## src/rtl/regfile_stream_reader.sv

```systemverilog
// Drains the coefficient register file onto a valid/ready stream, one word per entry.
// Define READER_REVERSE_EN to drain from entry DEPTH-1 down to entry 0.
module regfile_stream_reader #(
    parameter int WIDTH = 32,
    parameter int DEPTH = 11
) (
    input  logic             clk,
    input  logic             reset,
    input  logic             start,
    output logic             busy,
    output logic             done,
    output logic [DEPTH-1:0] rsel,
    input  logic [WIDTH-1:0] rdata,
    output logic [WIDTH-1:0] m_data,
    output logic [3:0]       m_index,
    output logic             m_last,
    output logic             m_valid,
    input  logic             m_ready
);

    typedef enum logic [1:0] {
        IDLE = 2'd0,
        READ = 2'd1,
        SEND = 2'd2
    } state_t;

`ifdef READER_REVERSE_EN
    localparam logic [3:0] FIRST_IDX = 4'(DEPTH - 1);
    localparam logic [3:0] LAST_IDX  = 4'd0;
`else
    localparam logic [3:0] FIRST_IDX = 4'd0;
    localparam logic [3:0] LAST_IDX  = 4'(DEPTH - 1);
`endif

    state_t           state_q, state_d;
    logic [3:0]       idx_q, idx_d;
    logic [DEPTH-1:0] rsel_q, rsel_d;
    logic [WIDTH-1:0] m_data_q, m_data_d;
    logic [3:0]       m_index_q, m_index_d;
    logic             m_last_q, m_last_d;
    logic             m_valid_q, m_valid_d;
    logic             busy_q, busy_d;
    logic             done_q, done_d;
    logic [3:0]       next_idx;

    function automatic logic [DEPTH-1:0] onehot(input logic [3:0] i);
        logic [DEPTH-1:0] r;
        r = '0;
        for (int k = 0; k < DEPTH; k++) begin
            r[k] = (i == 4'(k));
        end
        return r;
    endfunction

`ifdef READER_REVERSE_EN
    assign next_idx = idx_q - 4'd1;
`else
    assign next_idx = idx_q + 4'd1;
`endif

    always_comb begin
        state_d   = state_q;
        idx_d     = idx_q;
        rsel_d    = rsel_q;
        m_data_d  = m_data_q;
        m_index_d = m_index_q;
        m_last_d  = m_last_q;
        m_valid_d = m_valid_q;
        busy_d    = busy_q;
        done_d    = 1'b0;

        case (state_q)
            IDLE: begin
                rsel_d    = '0;
                m_valid_d = 1'b0;
                if (start) begin
                    state_d = READ;
                    idx_d   = FIRST_IDX;
                    rsel_d  = onehot(FIRST_IDX);
                    busy_d  = 1'b1;
                end
            end
            // rsel is registered, so rdata already reflects the selected entry here
            READ: begin
                m_data_d  = rdata;
                m_index_d = idx_q;
                m_last_d  = (idx_q == LAST_IDX);
                m_valid_d = 1'b1;
                rsel_d    = '0;
                state_d   = SEND;
            end
            SEND: begin
                if (m_valid_q && m_ready) begin
                    m_valid_d = 1'b0;
                    if (m_last_q) begin
                        state_d = IDLE;
                        busy_d  = 1'b0;
                        done_d  = 1'b1;
                    end else begin
                        idx_d   = next_idx;
                        rsel_d  = onehot(next_idx);
                        state_d = READ;
                    end
                end
            end
            default: begin
                state_d   = IDLE;
                rsel_d    = '0;
                m_valid_d = 1'b0;
                busy_d    = 1'b0;
            end
        endcase
    end

    always_ff @(posedge clk) begin
        if (reset) begin
            state_q   <= IDLE;
            idx_q     <= '0;
            rsel_q    <= '0;
            m_data_q  <= '0;
            m_index_q <= '0;
            m_last_q  <= 1'b0;
            m_valid_q <= 1'b0;
            busy_q    <= 1'b0;
            done_q    <= 1'b0;
        end else begin
            state_q   <= state_d;
            idx_q     <= idx_d;
            rsel_q    <= rsel_d;
            m_data_q  <= m_data_d;
            m_index_q <= m_index_d;
            m_last_q  <= m_last_d;
            m_valid_q <= m_valid_d;
            busy_q    <= busy_d;
            done_q    <= done_d;
        end
    end

    assign rsel    = rsel_q;
    assign m_data  = m_data_q;
    assign m_index = m_index_q;
    assign m_last  = m_last_q;
    assign m_valid = m_valid_q;
    assign busy    = busy_q;
    assign done    = done_q;

endmodule

```

## config.mk

```make
export PLATFORM = sky130hd
export DESIGN_NAME = regfile_stream_reader
export DESIGN_NICKNAME = d
export VERILOG_FILES = /design/src/rtl/regfile_stream_reader.sv
export SDC_FILE = /design/constraint.sdc
export NUM_CORES = 1
export LEC_CHECK = 0
export CAP_MARGIN = 20
export CORE_ASPECT_RATIO = 0.7
export CORE_UTILIZATION = 23
export DETAILED_ROUTE_END_ITERATION = 16
export PLACE_DENSITY_LB_ADDON = 0.25
export REMOVE_ABC_BUFFERS = 1
export SYNTH_ARGS = -nofsm -noshare
export SYNTH_HDL_FRONTEND = slang
export SYNTH_SLANG_ARGS = --single-unit
```

## constraint.sdc

```tcl
create_clock -name clk -period 2.34 [get_ports clk]
set_input_delay 0.468 -clock clk [delete_from_list [all_inputs] [get_ports clk]]
set_output_delay 0.468 -clock clk [all_outputs]
set_load 0.005 [all_outputs]
```

# ---- After elaboration in Yosys (flattened, before gate mapping)
# Cells that the tools add are included.
dict set report classes {
  addsub 1
  n_eq_ne 17
  muxes 19
  bitwise_logic 3
  n_reduce_logical 9
}
# op n
set ops {}
lappend ops {{$mux W11} 2}
lappend ops {{$pmux W11 S2} 1}
lappend ops {{$eq A4 B3 Y1 const B} 4}
lappend ops {{$eq A4 B4 Y1 const B} 4}
lappend ops {{$mux W4} 3}
lappend ops {{$eq A4 B2 Y1 const B} 2}
lappend ops {{$ne A2 B2 Y1 const B} 4}
lappend ops {{$pmux W4 S2} 1}
lappend ops {{$reduce_and A4 Y1} 2}
lappend ops {{$mux W1} 7}
lappend ops {{$pmux W2 S3} 1}
lappend ops {{$add A4 B1 Y4 const B} 1}
lappend ops {{$eq A4 B1 Y1 const B} 1}
lappend ops {{$logic_not A4 Y1} 1}
lappend ops {{$mux W2} 2}
lappend ops {{$reduce_and A2 Y1} 2}
lappend ops {{$not A1 Y1} 3}
lappend ops {{$pmux W1 S3} 1}
lappend ops {{$reduce_or A3 Y1} 1}
lappend ops {{$eq A2 B1 Y1 const B} 1}
lappend ops {{$eq A2 B2 Y1 const B} 1}
lappend ops {{$logic_not A2 Y1} 1}
lappend ops {{$pmux W1 S2} 1}
lappend ops {{$reduce_bool A2 Y1} 1}
lappend ops {{$logic_and A1 B1 Y1} 1}
dict set report totals {
  reg_bits 57
  input_bits 36
  output_inout_bits 51
  word_cells 58
}

# ---- Logic depth before layout (Yosys ltp)
# Gate-level depths: netlist (run 1).
dict set report logic_depth {
  depth_word 5
  mapped_depth 5
  depth_no_buf 5
}

# ---- Least setup slack after synthesis (run 1)
# OpenSTA, ideal clock, no wires.
dict set report synth_timing {
  kind {register to register}
  from {register idx_q[1]}
  to {register rsel_q[5] (netlist: rsel[5])}
  setup_time_ns 0.117
  arrival_time_ns 1.367
  t_required_ns 2.223
  setup_slack_ns 0.856
  path_stages_with_launch 6
  n_path_buf 0
  period_less_slack_ns 1.484
  path_cell_list {dfxtp_1 ha_1 and2b_1 a21oi_1 o21ai_1 a32o_1}
}
dict set report synth_between {
  elab_chain_len 5
}
# element line_no
set synth_rtl {}
lappend synth_rtl {{from (decl)} 36} ;# logic [3:0] idx_q, idx_d;
lappend synth_rtl {{from (signal assigned)} 128} ;# idx_q <= idx_d;
lappend synth_rtl {{$add A4 B1 Y4} 58} ;# assign next_idx = idx_q + 4'd1;
lappend synth_rtl {{$eq A4 B3 Y1} 50} ;# r[k] = (i == 4'(k));
lappend synth_rtl {{$mux W11} 95} ;# if (m_last_q) begin
lappend synth_rtl {{$mux W11} 93} ;# if (m_valid_q && m_ready) begin
lappend synth_rtl {{$pmux W11 S2} 72} ;# case (state_q)
lappend synth_rtl {{to (signal assigned)} 129} ;# rsel_q <= rsel_d;
lappend synth_rtl {{to (decl)} 37} ;# logic [DEPTH-1:0] rsel_q, rsel_d;
# Every way passes these cells. The select of a mux whose other input is x is not followed.
# A chain may end at the register's enable or synchronous reset.

# ---- Worst setup path in the final report (run 1)
dict set report layout_timing {
  from {register m_last_q (netlist: m_last)}
  to {output m_last}
}
# element line_no
set layout_rtl {}
lappend layout_rtl {{from (decl)} 40} ;# logic m_last_q, m_last_d;
lappend layout_rtl {{from (signal assigned)} 132} ;# m_last_q <= m_last_d;
lappend layout_rtl {{to (decl)} 16} ;# output logic m_last,
# No word-level cell between the ends.

==> out/results.ini, run 1 <==
[timing]
setup_viol_count_final=0
period_minus_slack_ps=1862
post-route-period-util_pct=79.58
tns_ps=0
max_slew_margin_pct=69.19
worstMarginPinSlew_ps=460.7
slew_viol_final=0
rsz0062_at_grt=false
skew_ps=5.975
fmax_mhz=537.0
final-hold-violation-count=0

[pwr]
vdd_drop_max_mv=0.3160
pwr_density_cell_nw_per_um2=726.2
power_leakage_nw=1.259
design_power_total_w=0.002568

[clock_tree]
ctsResizeCount=0
clk-insertion-delay-late_ps=310
cts_tree=yes
clk_transition_reported_paths_ps=50
cts_sinks=57
htree_levels=3
cts_root_buf=clkbuf_16
numCtsBuffers=9
cts_setup_buffers=0
holdBufCountCts=0
cts.path.max_buffers=2

[detailed_routing]
routedWlPerCell_um=13.08
num_vias=2030
first_iter_violations=101
antenna_left=0
avgViaCountPerCell=4.347
routed_wl_um=6109
drcViolationCount=0
first_pass_iters=4

[critical_path]
start_kind=register
arrival_ps=1390
cpPeakStageDelay_ps=580
startpoint=m_last
reg2reg_setup_slack_ps=830
cp_max_fo=6
reg2reg_depth=5
required_ps=1870
critPathCaptureType=primary output
path_buf_inv=1
crit_type=register to primary output
critPathSlowestCell=clkdlybuf4s50_1
cp_top_family=buffers and inverters
crit_chain=clkdlybuf4s50_1
r2r_start=idx_q[0]
reg2reg_to=rsel[5]

[cells_and_area]
diodes=0
layout.nets=380
syn2layout_area_growth_pct=56.48
drive_gt1_share_pct=9.621

[global_routing]
grt_max_degree=41
first_global_vias=2013
antenna_found_initial=0
grt_pass1_wl_um=10160
grt-ovfl-total=0
grt_usage_pct=12.82

[synth]
ys.flop_type=dfxtp_1
synth-compound-area-share_pct=17.33
yosys.area_share.simple_pct=22.26
yosysTopAreaCell=dfxtp_1
synth_cells=249
synth_most_common_cell=nand2_1
synthAdderAreaFrac_pct=3.322
synth_top_family_by_area=simple AND/OR/NAND/NOR gates
ys_warn_count=0
synth.distinct_cells=40
synth_seq_area_share_pct=50.50
avgSynthCellArea_um2=9.075
synthXorXnorAreaFrac_pct=0
synthMuxAreaShare_pct=1.550
ys_async_sr_fraction_pct=0
synth_area_leaders=dfxtp_1 (50%), nand2_1 (13%), a21oi_1 (8.9%)
yosys-top-cells-count=nand2_1 (77), dfxtp_1 (57), a21oi_1 (40)
synth_edf_count=0
syn-cell-area_um2=2260
synth_top_area_share_pct=50.50
synth-seq-cells=57

[outcome]
status=finished clean

[floorplanning]
core_area_um2=9289
fp-row-count=29
start_util_pct=24.33
die_w_um=120.5
io_pins=87
die_h_um=84.93
dieArea_um2=10230

[worst_hold_path]
whs_path_depth=2
holdCritStartpoint=m_data[24]
hp-class=register to register
whs_endpoint=m_data[24]

[placement]
hpwl_um=4247
gp_congestion=0.7663
io_buffers=86

[job]
cap_violations=0

## cells in the final DEF, fill, tap and decap left out, types with 3 or more instances in the layout
cell type / n
inv_1: 3
a32o_1: 8
dfxtp_1: 57
a21oi_1: 40
clkbuf_1: 3
nor2_1: 5
nand3_1: 3
clkdlybuf4s50_1: 85
buf_4: 5
clkbuf_16: 9
nand2_1: 77
ha_1: 6
and2b_1: 3
## sequential cells by signal, summed over array words and instances, names as in the netlist
register and flops:
m_valid 1, m_last 1, m_index 4, busy 1, done 1, idx_q 4
rsel 11, m_data 32, state_q 2
## power breakdown
group	switching [W]	internal [W]
combinational	0.000110	0.000150
clock	0.000427	0.000849
sequential	0.0000236	0.00101
total	0.000561	0.00201
## tightest hold or removal path, delay by kind of cell (launching register included)
kind / cells / cell delay (ps)
compound gates: 1 / 50
simple gates: 1 / 50
flops: 1 / 300
## through the flow
step,util (%),area [um2],instances,hold WS (ps),setup slack (ps)
4_1_cts,38.07,3536,467,452.7,476.2
2_1_floorplan,-,2157,234,446.7,849.8
5_1_grt,38.07,3536,467,469.1,448.4
3_3_place_gp,34.94,3246,451,441.6,398.0
3_5_place_dp,34.94,3246,451,446.9,350.8
6_report,38.07,3536,467,451.4,477.8
## logic make-up after synthesis
group / after synthesis
buf+inv: 18
simple gates: 105
fa+ha+maj: 6
mux: 3
compound gates: 60
flops: 57
## per-layer routing
layer / part of all wire [%] / global-route usage [%] / up-vias
li1: - / - / 1024
met5: 0 / 0 / -
met2: 38 / 17.14 / 58
met1: 53 / 18.20 / 940
met3: 7.3 / 4.906 / 8
met4: 1.3 / 5.051 / 0
## worst max-delay path by stage
stage | end | slack [ps] | depth (start not counted)
finish | m_last | 480 | 1
global route | m_last | 450 | 1
CTS | m_last | 480 | 1
detailed placement | rsel[5] | 350 | 5
global placement | rsel[5] | 400 | 5
floorplan | rsel[5] | 850 | 5
## final cells by class
| class | instances | area, um2 |
|---|---|---|
| Fill cell | 941 | 5753 |
| Inverter | 3 | 11.26 |
| Sequential cell | 57 | 1141 |
| Clock buffer | 13 | 250.2 |
| Clock inverter | 3 | 40.04 |
| Timing Repair Buffer | 93 | 933.4 |
| Multi-Input combinational cell | 174 | 1005 |
| Tap cell | 124 | 155.1 |
Note: power is estimated with default switching activity, not from simulation.
==> run 2: changes to the inputs <==
==> constraint.sdc (replaced) <==
create_clock -name clk -period 1.9 [get_ports clk]
set_input_delay 0.38 -clock clk [delete_from_list [all_inputs] [get_ports clk]]
set_output_delay 0.38 -clock clk [all_outputs]
set_load 0.005 [all_outputs]
==> run 2 against run 1 <==
Register-to-register slack worse by 560 ps. Final cell count up 0.21%. Via count down 0.20%.
==> out/results.ini, run 2 (same netlist as run 1, synthesis figures left out) <==
[critical_path]
required_ps=1520
startpoint=m_last
cp-endpoint=m_last
reg2reg_to=rsel[6]
r2r_start=idx_q[0]
crit_type=register to primary output
arrival_ps=1400
cp_top_family=buffers and inverters
cp_max_fo=6
path_buf_inv=1
reg2reg_setup_slack_ps=270
cpPeakStageDelay_ps=580
critPathSlowestCell=clkdlybuf4s50_1
cp_num_cells=1
start_kind=register
critPathCaptureType=primary output
reg2reg_depth=5
crit_chain=clkdlybuf4s50_1

[timing]
whs_ps=432.5
worstMarginPinSlew_ps=454.9
skew_ps=3.380
final-hold-violation-count=0
post-route-period-util_pct=93.85
period_minus_slack_ps=1783
max_slew_margin_pct=69.57
slew_viol_final=0
fmax_mhz=560.8
tns_ps=0
rsz0062_at_grt=false
setup_viol_count_final=0
finalWorstSetupSlack_ps=116.8

[clock_tree]
cts.path.max_buffers=2
clk_transition_reported_paths_ps=50
ctsResizeCount=0
cts_tree=yes
cts_setup_buffers=0
htree_levels=3
clk-insertion-delay-late_ps=320
cts_root_buf=clkbuf_16
cts_sinks=57
holdBufCountCts=0
numCtsBuffers=9

[detailed_routing]
avgViaCountPerCell=4.329
first_pass_iters=4
routedWlPerCell_um=12.97
first_iter_violations=79
num_vias=2026
antenna_left=0
routed_wl_um=6072
drcViolationCount=0

[global_routing]
first_global_vias=1967
grt_pass1_wl_um=9825
grt_max_degree=38
grt-ovfl-total=0
grt_usage_pct=12.64
antenna_found_initial=0

[placement]
io_buffers=86
gp_congestion=0.6991
placedCellCount=452
hpwl_um=4239
pre_cts_ws_ps=32.50

[pwr]
seqPwrFrac_pct=38.8
pwr_density_cell_nw_per_um2=921.2
p_int_w=0.002563
pwr-share-comb_pct=9.7
clock_power_share_pct=51.5
design_power_total_w=0.003272
vdd_drop_max_mv=0.7805
swShare_pct=21.66
p_switching_w=0.0007089
power_leakage_nw=1.265

[cells_and_area]
regArea_um2=1141
diodes=0
layout_commonest_cell=clkdlybuf4s50_1
fin_cells=468
syn2layout_area_growth_pct=57.20
drive_gt1_share_pct=10.47
fill_cells=951
final_cell_mix=clkdlybuf4s50_1 (85), nand2_1 (77), dfxtp_1 (57)
largest_reg_flops=32
multi_input_area_um2=1005
layout.nets=381

[floorplanning]
dieArea_um2=10230
die_h_um=84.93
io_pins=87
fp-row-count=29
die_w_um=120.5
start_util_pct=24.33
core_area_um2=9289

[worst_hold_path]
hp-class=input port to register

[job]
cap_violations=0

[outcome]
status=finished clean

[run 2: stage by stage]
step,instance area (um2),util (%)
6_report,3552,38.24
5_1_grt,3552,38.24
3_5_place_dp,3241,34.89
3_3_place_gp,3241,34.89
2_1_floorplan,2157,-
4_1_cts,3552,38.24
[run 2: how the worst min path moves through the flow]
stage | slack (ps) | depth (start not counted) | startpoint | endpoint
final | 430 | 2 | reset | state_q[0]
after global routing | 440 | 2 | reset | idx_q[1]
after CTS | 420 | 2 | reset | state_q[0]
after detailed placement | 450 | 2 | m_data[2] | m_data[2]
after global placement | 440 | 2 | m_data[9] | m_data[9]
after floorplan | 450 | 2 | m_data[0] | m_data[0]
[run 2: power by group through the flow]
| stage | logic (W) | registers [W] | clock network (W) |
|---|---|---|---|
| 2_1_floorplan | 0.000103 | 0.00129 | 0 |
| 3_3_place_gp | 0.000321 | 0.00129 | 0 |
| 3_5_place_dp | 0.000320 | 0.00129 | 0 |
| 4_1_cts | 0.000323 | 0.00127 | 0.00174 |
| 5_1_grt | 0.000350 | 0.00127 | 0.00180 |
| 6_report | 0.000318 | 0.00127 | 0.00168 |
[run 2: final cells by class]
class,instances,area share [%]
sequential,57,32.12
timing repair buffer,94,26.14
inverter,3,0.3170
clock inverter,6,2.325
tap,124,4.368
multi-input combinational,174,28.28
clock buffer,10,6.446
[run 2: per-layer routing]
layer	global-route usage, %	vias up	wire length [um]
met2	16.46	79	2329
li1	-	1028	-
met1	16.82	912	3092
met4	6.061	0	83
met3	6.586	7	566
met5	0	-	0
==> RTL change 1, RTL diff (settings of run 2) <==
The option `READER_REVERSE_EN` is turned on by a define.
--- a/src/rtl/regfile_stream_reader.sv
+++ b/src/rtl/regfile_stream_reader.sv
@@ -1,5 +1,7 @@
 // Drains the coefficient register file onto a valid/ready stream, one word per entry.
 // Define READER_REVERSE_EN to drain from entry DEPTH-1 down to entry 0.
+`define READER_REVERSE_EN
+
 module regfile_stream_reader #(
     parameter int WIDTH = 32,
     parameter int DEPTH = 11
Check against the original RTL: not equivalent (Yosys sat finds a counterexample within 4 cycles, from zero or initial values and one cycle with reset high).
==> RTL change 1 against run 2 <==
Routed wire length decreased by 3.2%; synthesized area decreased by 0.94%; maximum frequency increased by 4.2%; cell area increased by 0.25%; worst setup slack improved by 0.071 ns; power increased by 1.5%; sequential cell count unchanged; synthesized cell count increased by 2.4%; critical path type unchanged; largest power group unchanged.
==> RTL change 1: results (changes against run 2) <==
- Status: complete, no violations
- Final setup viols: 0 (unchanged)
- CTS Buffer Depth: 2 (unchanged)
- Vias/cell: 4.33 (about the same)
- Clock slew at reported path FFs: 0.05 ns (about the same)
- DP HPWL: 4110 µm (-3.1%)
- Synth Area in XOR/XNOR: 0.391% (+0.39 points)
- Synth Area in Compound Gates: 16.9% (-0.45 points)
- Post-Synth Adder-Cell Area: 2.79% (-0.53 points)
- Htree depth: 3 (unchanged)
- Buffer count from post-CTS setup fixing: 0 (unchanged)
- Post-DP Area: 3250 µm² (+0.35%)
- Post-synth cell types: 38 (-5.0%)
- VDD IR-drop max: 0.346 mV (-56%)
- Number of flip-flops in the largest register: 32 (unchanged)
- Share of cells above drive strength 1: 10.2% (-0.24 points)
- Final nets: 388 (+1.8%)
- Total Wirelength: 5880 µm (-3.2%)
- Worst slew pin tran: 0.572 ns (+0.117 ns)
- Drc violations: 0 (unchanged)
- Vias in the first global route: 1922 (-2.3%)
- Pleak: 1.28 nW (+0.83%)
- Worst skew pair latency: 0.32 ns (about the same)
- Clk_skew: 0.00497 ns (+0.00159 ns)
- CTS resizes: 0 (unchanged)
- Area contributors post-synth: dfxtp_1 (51%), nand2_1 (13%), a21oi_1 (8.9%)
- Portion of netlist area occupied by mux cells: 0.671% (-0.88 points)
- Sequential share of the synthesized area: 51.0% (+0.48 points)
- First DRT Iteration DRCs: 100 (+27%)
- Worst path max stage delay: 0.56 ns (-0.02 ns)
- Gr usage total: 12.6% (-0.039 points)
- Largest net degree at the start of global routing: 28 (-26%)
- Synth cell count leaders: nand2_1 (78), dfxtp_1 (57), a21oi_1 (40)
- First-pass DRT Iterations: 4 (unchanged)
- Crit-path max FO: 6 (unchanged)
- Gpl congestion: 0.702 (+0.46%)
- PortBufs: 86 (unchanged)
- Wire length of the first global-routing pass: 9640 µm (-1.9%)
[RTL change 1: per-stage QoR]
stage / worst slack (ns) / total power [mW] / cells / util [%]
after CTS: 0.168 / 3.38 / 476 / 38.5
after detailed placement: 0.0718 / 1.70 / 460 / 35.1
after global placement: 0.0895 / 1.70 / 460 / 35.1
after global routing: 0.0594 / 3.48 / 476 / 38.5
final: 0.188 / 3.32 / 476 / 38.5
after floorplan: -0.0356 / 1.46 / 239 / -
[RTL change 1: report_power, final]
| group | switching [mW] | total (mW) | leakage (nW) | internal [mW] |
|---|---|---|---|---|
| Clock | 0.525 | 1.64 | 0.153 | 1.12 |
| Combinational | 0.177 | 0.391 | 0.659 | 0.214 |
| Sequential | 0.0364 | 1.29 | 0.464 | 1.25 |
| Total | 0.738 | 3.32 | 1.28 | 2.58 |
[RTL change 1: per-layer routing]
layer | GRT usage, % | vias up | wire [µm]
li1 | - | 1051 | -
met1 | 17.4 | 931 | 3120
met2 | 15.5 | 67 | 2170
met3 | 6.52 | 11 | 483
met4 | 6.48 | 0 | 104
met5 | 0 | - | 0
[RTL change 1: path summary, 6_finish.rpt]
kind         startpoint         end  slack (ns)  cells after the start
min               reset    rsel[10]        0.41                      2
min reg2reg  m_data[17]  m_data[17]        0.45                      2
max             m_valid     m_valid        0.19                      1
max reg2reg  state_q[1]    rsel[10]        0.26                      4
[RTL change 1: area by class of cell]
class	count	area, µm²
repair buffers	97	938
well taps	124	155
inverters	4	15.0
clock inverters	2	35.0
clock buffers	14	274
flip-flops and latches	57	1140
multi-input cells	178	1000
fillers	954	5690
[RTL change 1: kinds of logic (layout without fill, tap and decap cells)]
group / Yosys count / after routing
AOI/OAI and AO/OA: 60 / 60
xor gates and xnor gates: 1 / 1
buffers and inverters: 20 / 117
muxes: 1 / 1
adders and majority gates: 5 / 5
and+or+nand+nor: 111 / 111
DFF: 57 / 57
[RTL change 1: worst reg2reg max path, cell delays in order, from the launching register on]
cell and delay [ns]:
dfxtp_1 0.46, nand2b_1 0.36, nor3_4 0.48, nand2_1 0.12
o32ai_1 0.13
==> RTL change 2, RTL diff (flow settings as in run 2) <==
Without the edit above. `m_data_q` no longer has a reset.
--- a/src/rtl/regfile_stream_reader.sv
+++ b/src/rtl/regfile_stream_reader.sv
@@ -117,7 +117,6 @@
             state_q   <= IDLE;
             idx_q     <= '0;
             rsel_q    <= '0;
-            m_data_q  <= '0;
             m_index_q <= '0;
             m_last_q  <= 1'b0;
             m_valid_q <= 1'b0;
@@ -127,13 +126,16 @@
             state_q   <= state_d;
             idx_q     <= idx_d;
             rsel_q    <= rsel_d;
-            m_data_q  <= m_data_d;
             m_index_q <= m_index_d;
             m_last_q  <= m_last_d;
             m_valid_q <= m_valid_d;
             busy_q    <= busy_d;
             done_q    <= done_d;
         end
+    end
+
+    always_ff @(posedge clk) begin
+        m_data_q <= m_data_d;
     end
 
     assign rsel    = rsel_q;
Check against the original RTL: differs if reset is asserted again (counterexample within 4 cycles, from zero or initial values and one cycle with reset high); with reset held inactive, the same outputs for 10 cycles.
==> RTL change 2 against run 2 <==
Power increased by 8.0%; global-route usage fell by 1.1 points; worst setup slack improved by 0.081 ns; sequential power is 8% higher; sequential cell count is the same; hold slack better by 0.015 ns; critical path depth unchanged; synthesized area is 3.7% lower; first-iteration DRC count is 23% lower; cell count shrank 13%; non-clock buffer count rose by 3; routed wire length decreased by 13%; cell area rose by 1.5%.
==> RTL change 2: results (changes against run 2) <==
- Setup WS pre-CTS: 0.0611 ns (+0.0286 ns)
- Largest net degree at the start of global routing: 29 (-24%)
- Number of flip-flops in the largest register: 32 (unchanged)
- Status: complete, no violations
- Htree depth: 3 (unchanged)
- Sequential share of the synthesized area: 67.2% (+17 points)
- Critical path data arrival time: 1.32 ns (-0.08 ns)
- Final cell count without fillers: 406 (-13%)
- CTS Buf Count: 9 (unchanged)
- EDFF count, synth: 32 (+32)
- Hold-fix buffer count after cts: 0 (unchanged)
- Synth warnings: 0 (unchanged)
- Wire length of the first global-routing pass: 8350 µm (-15%)
- Met2 routed WL: 1980 µm (-15%)
- First DRT Iteration DRCs: 61 (-23%)
- Vias in the first global route: 1588 (-19%)
- Max Clk Rate: 588 MHz (+4.8%)
- Pleak: 1.23 nW (-2.5%)
- Ant diodes: 0 (unchanged)
- Worst path max stage delay: 0.56 ns (-0.02 ns)
- Met3 wire len: 428 µm (-24%)
- Avg WL per Cell: 13.1 µm (+0.65%)
- Synth cell count leaders: edfxtp_1 (32), dfxtp_1 (25), nand2_1 (24)
- Clk_skew: 0.00659 ns (+0.00321 ns)
- CP max stage cell: clkdlybuf4s50_1
- WHS: 0.447 ns (+0.0148 ns)
- Gr usage total: 11.5% (-1.1 points)
- Final nets: 319 (-16%)
- Hold Crit Class: flip-flop to flip-flop
- VDD IR-drop max: 0.409 mV (-48%)
- Area contributors post-synth: edfxtp_1 (44%), dfxtp_1 (23%), nand2_1 (4.1%)
- R2r setup slk: ~0.26 ns
- Share of cells above drive strength 1: 10.6% (+0.17 points)
- CTS Buffer Depth: 2 (unchanged)
- Crit-path max FO: 8 (+2)
- Mean post-synth cell area: 12.4 µm² (+36%)
- DP HPWL: 3850 µm (-9.1%)
- Placed cell count: 390 (-14%)
- Gpl congestion: 0.763 (+9.2%)
- Post-synth cell types: 38 (-5.0%)
- CTS root buffer: clkbuf_16
- PortBufs: 86 (unchanged)
- CP delay by family, top: buffers and inverters
- Slew margin rel.: 66.3% (-3.3 points)
- Vias/cell: 4.28 (-1.1%)
- Met1 WL: 2800 µm (-9.5%)
==> RTL change 2: changes by cell type after synthesis, moves of 3 or more <==
cell,run 2,this run
nand4_1,1,6
a31oi_1,0,5
buf_4,3,0
dfxtp_1,57,25
o21ai_0,2,9
a21oi_1,40,17
nand2_1,77,24
a32o_1,8,0
edfxtp_1,0,32
buf_6,4,1
==> RTL change 2: layer usage <==
metal	global-route usage, %	vias to the layer above
met5	0	-
met1	15.7	804
met3	6.11	10
li1	-	850
met2	14.7	75
met4	5.24	0
==> RTL change 2: cell type report <==
class,instances,area (µm²)
inverter,4,15.0
sequential,57,1460
fill,864,5500
clock buffer,9,225
timing repair buffer,97,956
tap,124,155
multi-input combinational,108,662
clock inverter,7,133
==> RTL change 2: worst paths after layout <==
| check | startpoint | endpoint | depth (start not counted) |
|---|---|---|---|
| worst min-delay path | rsel[2] | rsel[2] | 2 |
| worst max-delay path | m_valid | m_valid | 1 |
| worst min register to register | rsel[2] | rsel[2] | 2 |
| worst max register to register | idx_q[0] | rsel[0] | 5 |
==> RTL change 2: per-stage QoR <==
stage               power [mW]  instance area (µm²)  utilization [%]
floorplan                 1.45                 2140                -
global placement          1.62                 3250             35.7
detailed placement        1.62                 3250             35.7
CTS                       3.59                 3610             39.6
global route              3.66                 3610             39.6
finish                    3.53                 3610             39.6
==> RTL change 2: report_power, final <==
part	leakage (nW)	switching (mW)	internal (mW)
registers	0.498	0.0186	1.35
logic	0.561	0.0802	0.146
clock network	0.174	0.536	1.40
total	1.23	0.635	2.90
==> RTL change 2: cell families after synthesis <==
family          Yosys count  share of synthesized area (%)
flops                    57                           67.2
buf+inv                  11                           2.41
fa+ha+maj                 6                           3.45
compound gates           39                           10.3
mux                       1                          0.460
simple gates             62                           16.2
